===== src/rtl/noc_pkg.sv =====
// noc_pkg: shared defaults for the NoC virtual-channel input port.
//   NOC_DATA_W / NOC_DEPTH / NOC_NUM_VC : default flit width, per-VC depth,
//                                         number of virtual channels
//   flit_t                              : flit type at the default width
package noc_pkg;

    localparam int unsigned NOC_DATA_W = 16;
    localparam int unsigned NOC_DEPTH  = 4;
    localparam int unsigned NOC_NUM_VC = 2;

    typedef logic [NOC_DATA_W-1:0] flit_t;

endpackage


===== src/rtl/noc_rr_arbiter.sv =====
// noc_rr_arbiter: round-robin selector over NUM_VC request lines.
//   clk, rst        : clock, synchronous active-high reset
//   i_req           : per-VC request (VC non-empty)
//   i_advance       : a grant was consumed this cycle; remember it as last grant
//   o_grant         : granted VC index (0 when nothing requested)
//   o_grant_valid   : at least one request present
// The search starts one past the last consumed grant, so the grant only
// moves on a consumed grant or when a higher-priority VC starts requesting.
module noc_rr_arbiter
    import noc_pkg::*;
#(
    parameter int unsigned NUM_VC = NOC_NUM_VC
) (
    input  logic                      clk,
    input  logic                      rst,
    input  logic [NUM_VC-1:0]         i_req,
    input  logic                      i_advance,
    output logic [$clog2(NUM_VC)-1:0] o_grant,
    output logic                      o_grant_valid
);

    localparam int unsigned VC_W = $clog2(NUM_VC);

    logic [VC_W-1:0] r_last_grant;

    always_comb begin
        o_grant       = '0;
        o_grant_valid = 1'b0;
        for (int unsigned i = 1; i <= NUM_VC; i++) begin
            if (!o_grant_valid && i_req[(32'(r_last_grant) + i) % NUM_VC]) begin
                o_grant       = VC_W'((32'(r_last_grant) + i) % NUM_VC);
                o_grant_valid = 1'b1;
            end
        end
    end

    always_ff @(posedge clk) begin
        if (rst) begin
            r_last_grant <= VC_W'(NUM_VC - 1);
        end else if (i_advance && o_grant_valid) begin
            r_last_grant <= o_grant;
        end
    end

endmodule


===== src/rtl/noc_vc_input_port.sv =====
// noc_vc_input_port: NoC router input port with one circular FIFO per virtual
// channel, round-robin output selection and one-cycle credit return.
//   clk, rst      : clock, synchronous active-high reset
//   data_i, vc_i  : incoming flit and its target VC
//   write_en_i    : write request (dropped if the target VC is full)
//   ready_i       : downstream accepts data_o/vc_o this cycle
//   data_o, vc_o  : head flit of the granted VC and that VC (0 when idle)
//   valid_o       : some VC holds a flit
//   credit_o      : pulse the cycle after each pop, credit_vc_o = popped VC
//   full_o        : per-VC full flags
// Optional (macro NOC_INPORT_ERR_STATUS_EN):
//   overflow_o    : sticky, a write was dropped
//   underflow_o   : sticky, ready_i was high with nothing valid
module noc_vc_input_port
    import noc_pkg::*;
#(
    parameter int unsigned DATA_W = NOC_DATA_W,
    parameter int unsigned DEPTH  = NOC_DEPTH,
    parameter int unsigned NUM_VC = NOC_NUM_VC
) (
    input  logic                      clk,
    input  logic                      rst,
    input  logic [DATA_W-1:0]         data_i,
    input  logic [$clog2(NUM_VC)-1:0] vc_i,
    input  logic                      write_en_i,
    input  logic                      ready_i,
    output logic [DATA_W-1:0]         data_o,
    output logic [$clog2(NUM_VC)-1:0] vc_o,
    output logic                      valid_o,
    output logic                      credit_o,
    output logic [$clog2(NUM_VC)-1:0] credit_vc_o,
    output logic [NUM_VC-1:0]         full_o
`ifdef NOC_INPORT_ERR_STATUS_EN
    ,
    output logic                      overflow_o,
    output logic                      underflow_o
`endif
);

    localparam int unsigned VC_W  = $clog2(NUM_VC);
    localparam int unsigned PTR_W = $clog2(DEPTH);
    localparam int unsigned CNT_W = $clog2(DEPTH + 1);

    logic [DATA_W-1:0] r_mem    [NUM_VC][DEPTH];
    logic [PTR_W-1:0]  r_wr_ptr [NUM_VC];
    logic [PTR_W-1:0]  r_rd_ptr [NUM_VC];
    logic [CNT_W-1:0]  r_count  [NUM_VC];
    logic              r_credit;
    logic [VC_W-1:0]   r_credit_vc;

    logic [NUM_VC-1:0] w_req;
    logic [NUM_VC-1:0] w_wr_vec;
    logic [NUM_VC-1:0] w_rd_vec;
    logic [VC_W-1:0]   w_grant;
    logic              w_valid;
    logic              w_pop;
    logic              w_wr_ok;

    // Requests are masked during reset so nothing is presented or popped
    // while the FIFOs are being cleared.
    always_comb begin
        w_req = '0;
        for (int unsigned v = 0; v < NUM_VC; v++) begin
            w_req[v] = !rst && (r_count[v] != '0);
        end
    end

    noc_rr_arbiter #(
        .NUM_VC (NUM_VC)
    ) u_arb (
        .clk           (clk),
        .rst           (rst),
        .i_req         (w_req),
        .i_advance     (w_pop),
        .o_grant       (w_grant),
        .o_grant_valid (w_valid)
    );

    // Fullness is judged on the pre-pop count: a same-cycle pop does not
    // make room for a write into a full VC.
    always_comb begin
        w_pop    = w_valid && ready_i;
        w_wr_ok  = write_en_i && !rst && (32'(vc_i) < NUM_VC)
                   && (r_count[vc_i] != CNT_W'(DEPTH));
        w_wr_vec = '0;
        w_rd_vec = '0;
        for (int unsigned v = 0; v < NUM_VC; v++) begin
            w_wr_vec[v] = w_wr_ok && (vc_i == VC_W'(v));
            w_rd_vec[v] = w_pop && (w_grant == VC_W'(v));
        end
    end

    always_comb begin
        valid_o     = w_valid;
        data_o      = w_valid ? r_mem[w_grant][r_rd_ptr[w_grant]] : '0;
        vc_o        = w_valid ? w_grant : '0;
        credit_o    = r_credit;
        credit_vc_o = r_credit_vc;
        full_o      = '0;
        for (int unsigned v = 0; v < NUM_VC; v++) begin
            full_o[v] = !rst && (r_count[v] == CNT_W'(DEPTH));
        end
    end

    always_ff @(posedge clk) begin
        for (int unsigned v = 0; v < NUM_VC; v++) begin
            if (w_wr_vec[v]) begin
                r_mem[v][r_wr_ptr[v]] <= data_i;
            end
        end
    end

    always_ff @(posedge clk) begin
        if (rst) begin
            for (int unsigned v = 0; v < NUM_VC; v++) begin
                r_wr_ptr[v] <= '0;
                r_rd_ptr[v] <= '0;
                r_count[v]  <= '0;
            end
        end else begin
            for (int unsigned v = 0; v < NUM_VC; v++) begin
                if (w_wr_vec[v]) begin
                    r_wr_ptr[v] <= r_wr_ptr[v] + PTR_W'(1);
                end
                if (w_rd_vec[v]) begin
                    r_rd_ptr[v] <= r_rd_ptr[v] + PTR_W'(1);
                end
                case ({w_wr_vec[v], w_rd_vec[v]})
                    2'b10:   r_count[v] <= r_count[v] + CNT_W'(1);
                    2'b01:   r_count[v] <= r_count[v] - CNT_W'(1);
                    default: r_count[v] <= r_count[v];
                endcase
            end
        end
    end

    always_ff @(posedge clk) begin
        if (rst) begin
            r_credit    <= 1'b0;
            r_credit_vc <= '0;
        end else begin
            r_credit    <= w_pop;
            r_credit_vc <= w_pop ? w_grant : '0;
        end
    end

`ifdef NOC_INPORT_ERR_STATUS_EN
    logic r_overflow;
    logic r_underflow;

    always_ff @(posedge clk) begin
        if (rst) begin
            r_overflow  <= 1'b0;
            r_underflow <= 1'b0;
        end else begin
            if (write_en_i && !w_wr_ok) begin
                r_overflow <= 1'b1;
            end
            if (ready_i && !w_valid) begin
                r_underflow <= 1'b1;
            end
        end
    end

    assign overflow_o  = r_overflow;
    assign underflow_o = r_underflow;
`endif

endmodule

===== config.mk =====
export PLATFORM = sky130hd
export DESIGN_NAME = noc_vc_input_port
export DESIGN_NICKNAME = d
export VERILOG_FILES = /design/src/rtl/noc_pkg.sv /design/src/rtl/noc_rr_arbiter.sv /design/src/rtl/noc_vc_input_port.sv
export SDC_FILE = /design/constraint.sdc
export NUM_CORES = 1
export LEC_CHECK = 0
export CAP_MARGIN = 0
export CORE_ASPECT_RATIO = 1.75
export CORE_MARGIN = 3
export CORE_UTILIZATION = 35
export CTS_BUF_LIST = sky130_fd_sc_hd__clkbuf_8
export DETAILED_ROUTE_END_ITERATION = 10
export PLACE_DENSITY_LB_ADDON = 0.08
export SETUP_SLACK_MARGIN = 0.3
export SLEW_MARGIN = 20
export SYNTH_ARGS = -nofsm -noshare
export SYNTH_HDL_FRONTEND = slang
export SYNTH_SLANG_ARGS = --single-unit

===== constraint.sdc =====
create_clock -name clk -period 5.3 [get_ports clk]
set_input_delay 1.06 -clock clk [delete_from_list [all_inputs] [get_ports clk]]
set_output_delay 1.06 -clock clk [all_outputs]
set_load 0.02 [all_outputs]

==> flow_metrics.tcl, run 1 <==
set metrics [dict create \
    fin_nets 483 \
    grt_max_degree 33 \
    synth.area.top_cells "edfxtp_1 68%, mux2i_1 13%, ha_1 3.0%, a32o_1 2.6%, nand2_1 2.0%" \
    worstPathArrival_ps 3650 \
    layout_commonest_cell "edfxtp_1" \
    layout_common_cells "142 x edfxtp_1, 80 x mux2i_1, 42 x clkdlybuf4s50_1" \
    wl_um 13300 \
    max_stage_delay_ps 750 \
    rsz0062_at_grt "false" \
    cellPowerDensity_mw_per_mm2 350 \
    power_mw 2.58 \
    area_delta_synth_final_pct 17.8 \
    synth_area_leader_cell "edfxtp_1" \
    drtIter0Drc 98 \
    die_height_um 183 \
    ys.warnings.count 0 \
    antenna_found_initial 0 \
    irDropWorstVdd_uv 137 \
    ys.flop_type "edfxtp_1" \
    cts_setup_buffers 0 \
    setup-tns-final_ps 0 \
    drv_cap 0 \
    clock-root-buffer "clkbuf_8" \
    hold_violations 0 \
    leakagePower_nw 2.65 \
    slew_violations 0 \
    cts_num_sinks 145 \
    cpMaxStageDelayCell "clkdlybuf4s50_1" \
    crit_chain "clkdlybuf4s50_1 -> nand3b_4 -> buf_4 -> mux2i_1 -> a32o_1 -> clkdlybuf4s50_1" \
    synth_seq_area_share 0.690 \
    synth_edf_count 142 \
    start_util 0.357 \
    gp_congestion 0.697 \
    max-slew-margin-rel 0.271 \
    drc 0 \
    cp_top_family "buffers and inverters" \
    critPathRequiredTime_ps 4240 \
    cts.clk_slew.worst_paths_ps 100 \
    ioPinCount 43 \
    first_pass_iters 4 \
    dieArea_mm2 0.0196 \
    synthCells 392 \
    ys_ff_latch 145 \
    synth_cell_types 42 \
    die_x_um 107 \
    crit_buf_inv 3 \
    grt_pass1_wl_um 20800 \
    grt_use_total 0.144 \
    clk_latency_ps 440 \
    drive_gt1_frac 0.118 \
    core_area_mm2 0.0175 \
    synthArstFlopShare 0 \
    critPathLaunchType "input port" \
    min_period_ps 4710 \
    vias 3334 \
    via_per_inst 4.83 \
    antennaDiodeCount 0 \
    grt_pass1_vias 3591 \
    cts_buffers 17 \
    syn_area_per_cell_um2 16.0 \
    synth.top_cell.area_share 0.681 \
    fmax_ghz 0.212 \
    wl_per_cell_um 19.3 \
    hold_path_class "flop to flop" \
    grt.overflow.total 0 \
    dp_hpwl_um 8120 \
    skew_ps 21.3 \
    final_area_mm2 0.00738 \
    setup_viol 0 \
    end_kind "primary output" \
    final_antenna_net_count 0 \
    status "finished, final reports clean" \
    cts_buffer_depth 2 \
    numPortBuffers 42 \
    finalCritPeriodShare 0.888 \
    worstMarginPinSlew_ps 1090 \
    cts_tree "done" \
    htreeDepth 4 \
    worstPathMaxFanout 25 \
    crit_top_cell "clkdlybuf4s50_1" \
    syn_area_mm2 0.00627 \
    synth_fp_nets 429 \
    crit_type "input port to primary output" \
    place_area_mm2 0.00696 \
    row_count 64 \
]
## final timing paths
kind	slack, ps	cells after the start	start	to
hold reg to reg	600	1	r_count[1][0]$_DFFE_PP_	r_count[1][0]$_DFFE_PP_
hold / removal	600	1	r_count[1][0]$_DFFE_PP_	r_count[1][0]$_DFFE_PP_
setup / recovery	590	6	rst	data_o[6]
setup reg to reg	1940	11	r_count[1][0]$_DFFE_PP_	r_count[1][1]$_DFFE_PP_
## power by group
| part | switching, mW | internal (mW) | leakage, nW |
|---|---|---|---|
| registers | 0.0234 | 1.29 | 1.33 |
| logic | 0.200 | 0.159 | 1.12 |
| clock network | 0.438 | 0.471 | 0.206 |
| total | 0.662 | 1.92 | 2.65 |
## metrics by stage
step	worst slack (ps)	cells	hold slack [ps]	utilization
global placement	493	658	585	0.397
floorplan	1980	392	553	-
finish	593	690	601	0.421
CTS	433	690	601	0.421
global route	439	690	615	0.421
detailed placement	452	658	587	0.397
## Yosys cell counts, drive strengths merged, types with 2 or more instances
master / instances
a21oi: 3
nand2b: 4
nand3: 5
buf: 13
inv: 14
a32o: 16
nor2: 14
ha: 15
xnor2: 3
edfxtp: 142
or2: 3
o31ai: 4
o21bai: 2
clkbuf: 3
and2: 10
dfxtp: 3
nor3: 4
nand2: 34
nor3b: 2
xor2: 2
mux2i: 80
## area by class of cell
| type | count | area, um2 |
|---|---|---|
| Fill cell | 1602 | 10200 |
| Sequential cell | 145 | 4320 |
| Multi-Input combinational cell | 216 | 1790 |
| Timing Repair Buffer | 51 | 500 |
| Tap cell | 231 | 289 |
| Clock buffer | 17 | 234 |
| Clock inverter | 15 | 183 |
| Inverter | 15 | 58.8 |
## state kept, by name, summed over array words and instances, names as in the netlist
signal	cells
u_arb.r_last_grant	1
credit_vc_o	1
credit_o	1
r_mem	128
r_rd_ptr	4
r_wr_ptr	4
r_count	6
## per-layer routing
layer  GRT usage  share of wire  vias to the layer above  wire (um)
met5           0              0                        -          0
met2       0.253           0.53                       56       7030
met1       0.174           0.43                     1676       5720
met4      0.0492          0.014                        0        188
met3      0.0321          0.029                       13        384
li1            -              -                     1589          -
## kinds of logic after synthesis
family	share of synthesized area
DFF	0.690
muxes	0.130
buffers and inverters	0.0238
and+or+nand+nor	0.0687
AOI/OAI and AO/OA	0.0477
xor gates and xnor gates	0.00699
adders and majority gates	0.0331
## timing repair
action,4_1_cts,5_1_grt
hold buffers,0,0
setup endpoints to repair,0,5
gates resized for setup,0,1
(Power assumes the default switching activity.)
==> run 2: changes to the inputs <==
--- a/config.mk
+++ b/config.mk
@@ -5,7 +5,7 @@
 export SDC_FILE = /design/constraint.sdc
 export NUM_CORES = 1
 export LEC_CHECK = 0
-export CAP_MARGIN = 0
+export CAP_MARGIN = 20
 export CORE_ASPECT_RATIO = 1.75
 export CORE_MARGIN = 3
 export CORE_UTILIZATION = 35
==> results of run 2 <==
Final layout, timing and power as in run 1 (identical DEF).
==> run 3: changes to the inputs <==
--- a/config.mk
+++ b/config.mk
@@ -12,6 +12,7 @@
 export CTS_BUF_LIST = sky130_fd_sc_hd__clkbuf_8
 export DETAILED_ROUTE_END_ITERATION = 10
 export PLACE_DENSITY_LB_ADDON = 0.08
+export REMOVE_ABC_BUFFERS = 1
 export SETUP_SLACK_MARGIN = 0.3
 export SLEW_MARGIN = 20
 export SYNTH_ARGS = -nofsm -noshare
==> flow_metrics.tcl, run 3 (synthesized netlist as in run 1, its figures left out) <==
set metrics [dict create \
    largest_reg_flops 128 \
    cellPowerDensity_mw_per_mm2 341 \
    cts_buffers 17 \
    fmax_ghz 0.215 \
    crit_chain "clkdlybuf4s50_1 -> nand3b_4 -> clkinv_2 -> nand2_1 -> a32o_1 -> clkdlybuf4s50_1" \
    pwr-share-clk 0.331 \
    nFillCells 1595 \
    dp_hpwl_um 8300 \
    rsz0062_at_grt "false" \
    dp_slack_ps 574 \
    grt_pass1_vias 3748 \
    antennaDiodeCount 0 \
    hold_ws_ps 594 \
    row_count 64 \
    leakagePower_nw 2.63 \
    crit_top_cell "clkdlybuf4s50_1" \
    worstPathMaxFanout 18 \
    irDropWorstVdd_uv 176 \
    worstPathArrival_ps 3600 \
    skew_ps 12.7 \
    htreeDepth 4 \
    vias 3359 \
    max-slew-margin-rel 0.315 \
    power_mw 2.51 \
    core_area_mm2 0.0175 \
    cts_setup_buffers 0 \
    final_antenna_net_count 0 \
    gp_congestion 0.706 \
    drv_cap 0 \
    grt_use_total 0.148 \
    dieArea_mm2 0.0196 \
    cts_buffer_depth 2 \
    hold_violations 0 \
    cts_hold_buffers 0 \
    grt.overflow.total 0 \
    cts_resized 0 \
    layout_commonest_cell "edfxtp_1" \
    die_height_um 183 \
    drive_gt1_frac 0.117 \
    max_stage_delay_ps 690 \
    internal_power_mw 1.86 \
    clock-root-buffer "clkbuf_8" \
    finalCritPeriodShare 0.879 \
    grt_pass1_wl_um 21200 \
    switching_share 0.256 \
    clk_latency_ps 440 \
    comb_power_share 0.145 \
    drc 0 \
    worstMarginPinSlew_ps 1030 \
    cts_num_sinks 145 \
    via_per_inst 4.86 \
    antenna_found_initial 0 \
    seqPwrFrac 0.524 \
    cpMaxStageDelayCell "clkdlybuf4s50_1" \
    multi_input_area_mm2 0.00179 \
    wl_per_cell_um 19.5 \
    seq_area_mm2 0.00432 \
    start_util 0.357 \
    setup_slack_ps 641 \
    critPathRequiredTime_ps 4240 \
    grt_max_degree 33 \
    numPortBuffers 42 \
    critPathLaunchType "input port" \
    setup-tns-final_ps 0 \
    end_kind "primary output" \
    layout_common_cells "142 x edfxtp_1, 80 x mux2i_1, 42 x clkdlybuf4s50_1" \
    slew_violations 0 \
    crit_type "input port to primary output" \
    ioPinCount 43 \
    first_pass_iters 4 \
    die_x_um 107 \
    drtIter0Drc 94 \
    fin_nets 484 \
    status "finished, final reports clean" \
    area_delta_synth_final_pct 17.2 \
    min_period_ps 4660 \
    setup_viol 0 \
    hold_path_class "flop to flop" \
    cts.clk_slew.worst_paths_ps 80 \
    p_switching_uw 642 \
    cts_tree "done" \
    wl_um 13500 \
]
-- run 3: power groups by stage --
stage / logic (mW) / clock network (mW) / registers, mW
after floorplan: 0.201 / 0 / 1.35
after global placement: 0.365 / 0 / 1.34
after detailed placement: 0.368 / 0 / 1.34
after CTS: 0.370 / 0.859 / 1.31
final: 0.363 / 0.830 / 1.31
after global routing: 0.398 / 0.900 / 1.32
-- run 3: worst paths after layout --
kind / cells past startpoint / endpoint / from / slack (ps)
max: 6 / data_o[14] / rst / 640
min: 1 / r_count[1][0]$_DFFE_PP_ / r_count[1][0]$_DFFE_PP_ / 590
max reg2reg: 11 / r_count[1][2]$_DFFE_PP_ / r_count[1][0]$_DFFE_PP_ / 1990
min reg2reg: 1 / r_count[1][0]$_DFFE_PP_ / r_count[1][0]$_DFFE_PP_ / 590
-- run 3: metrics by stage --
| stage | utilization | cell area (um2) | instances |
|---|---|---|---|
| 2_1_floorplan | - | 6170 | 376 |
| 3_3_place_gp | 0.396 | 6950 | 658 |
| 3_5_place_dp | 0.396 | 6950 | 658 |
| 4_1_cts | 0.418 | 7330 | 690 |
| 5_1_grt | 0.419 | 7340 | 691 |
| 6_report | 0.419 | 7340 | 691 |
-- run 3: layout make-up --
class	count	share of cell area
multi-input combinational	216	0.244
timing repair buffer	52	0.0685
clock buffer	17	0.0319
tap	231	0.0394
sequential	145	0.589
inverter	15	0.00784
clock inverter	15	0.0196
-- run 3: worst max-delay path: cells and delay by family --
family                 cells  cell delay, ps
AND/OR/NAND/NOR            2             600
buffers and inverters      3            1710
AO/OA/AOI/OAI              1             210
-- run 3: metal layers --
layer  GRT usage  wire length (um)  vias up
li1            -                 -     1595
met1       0.165              5250     1691
met2       0.270              7520       60
met3      0.0335               501       13
met4      0.0614               223        0
met5           0                 0        -
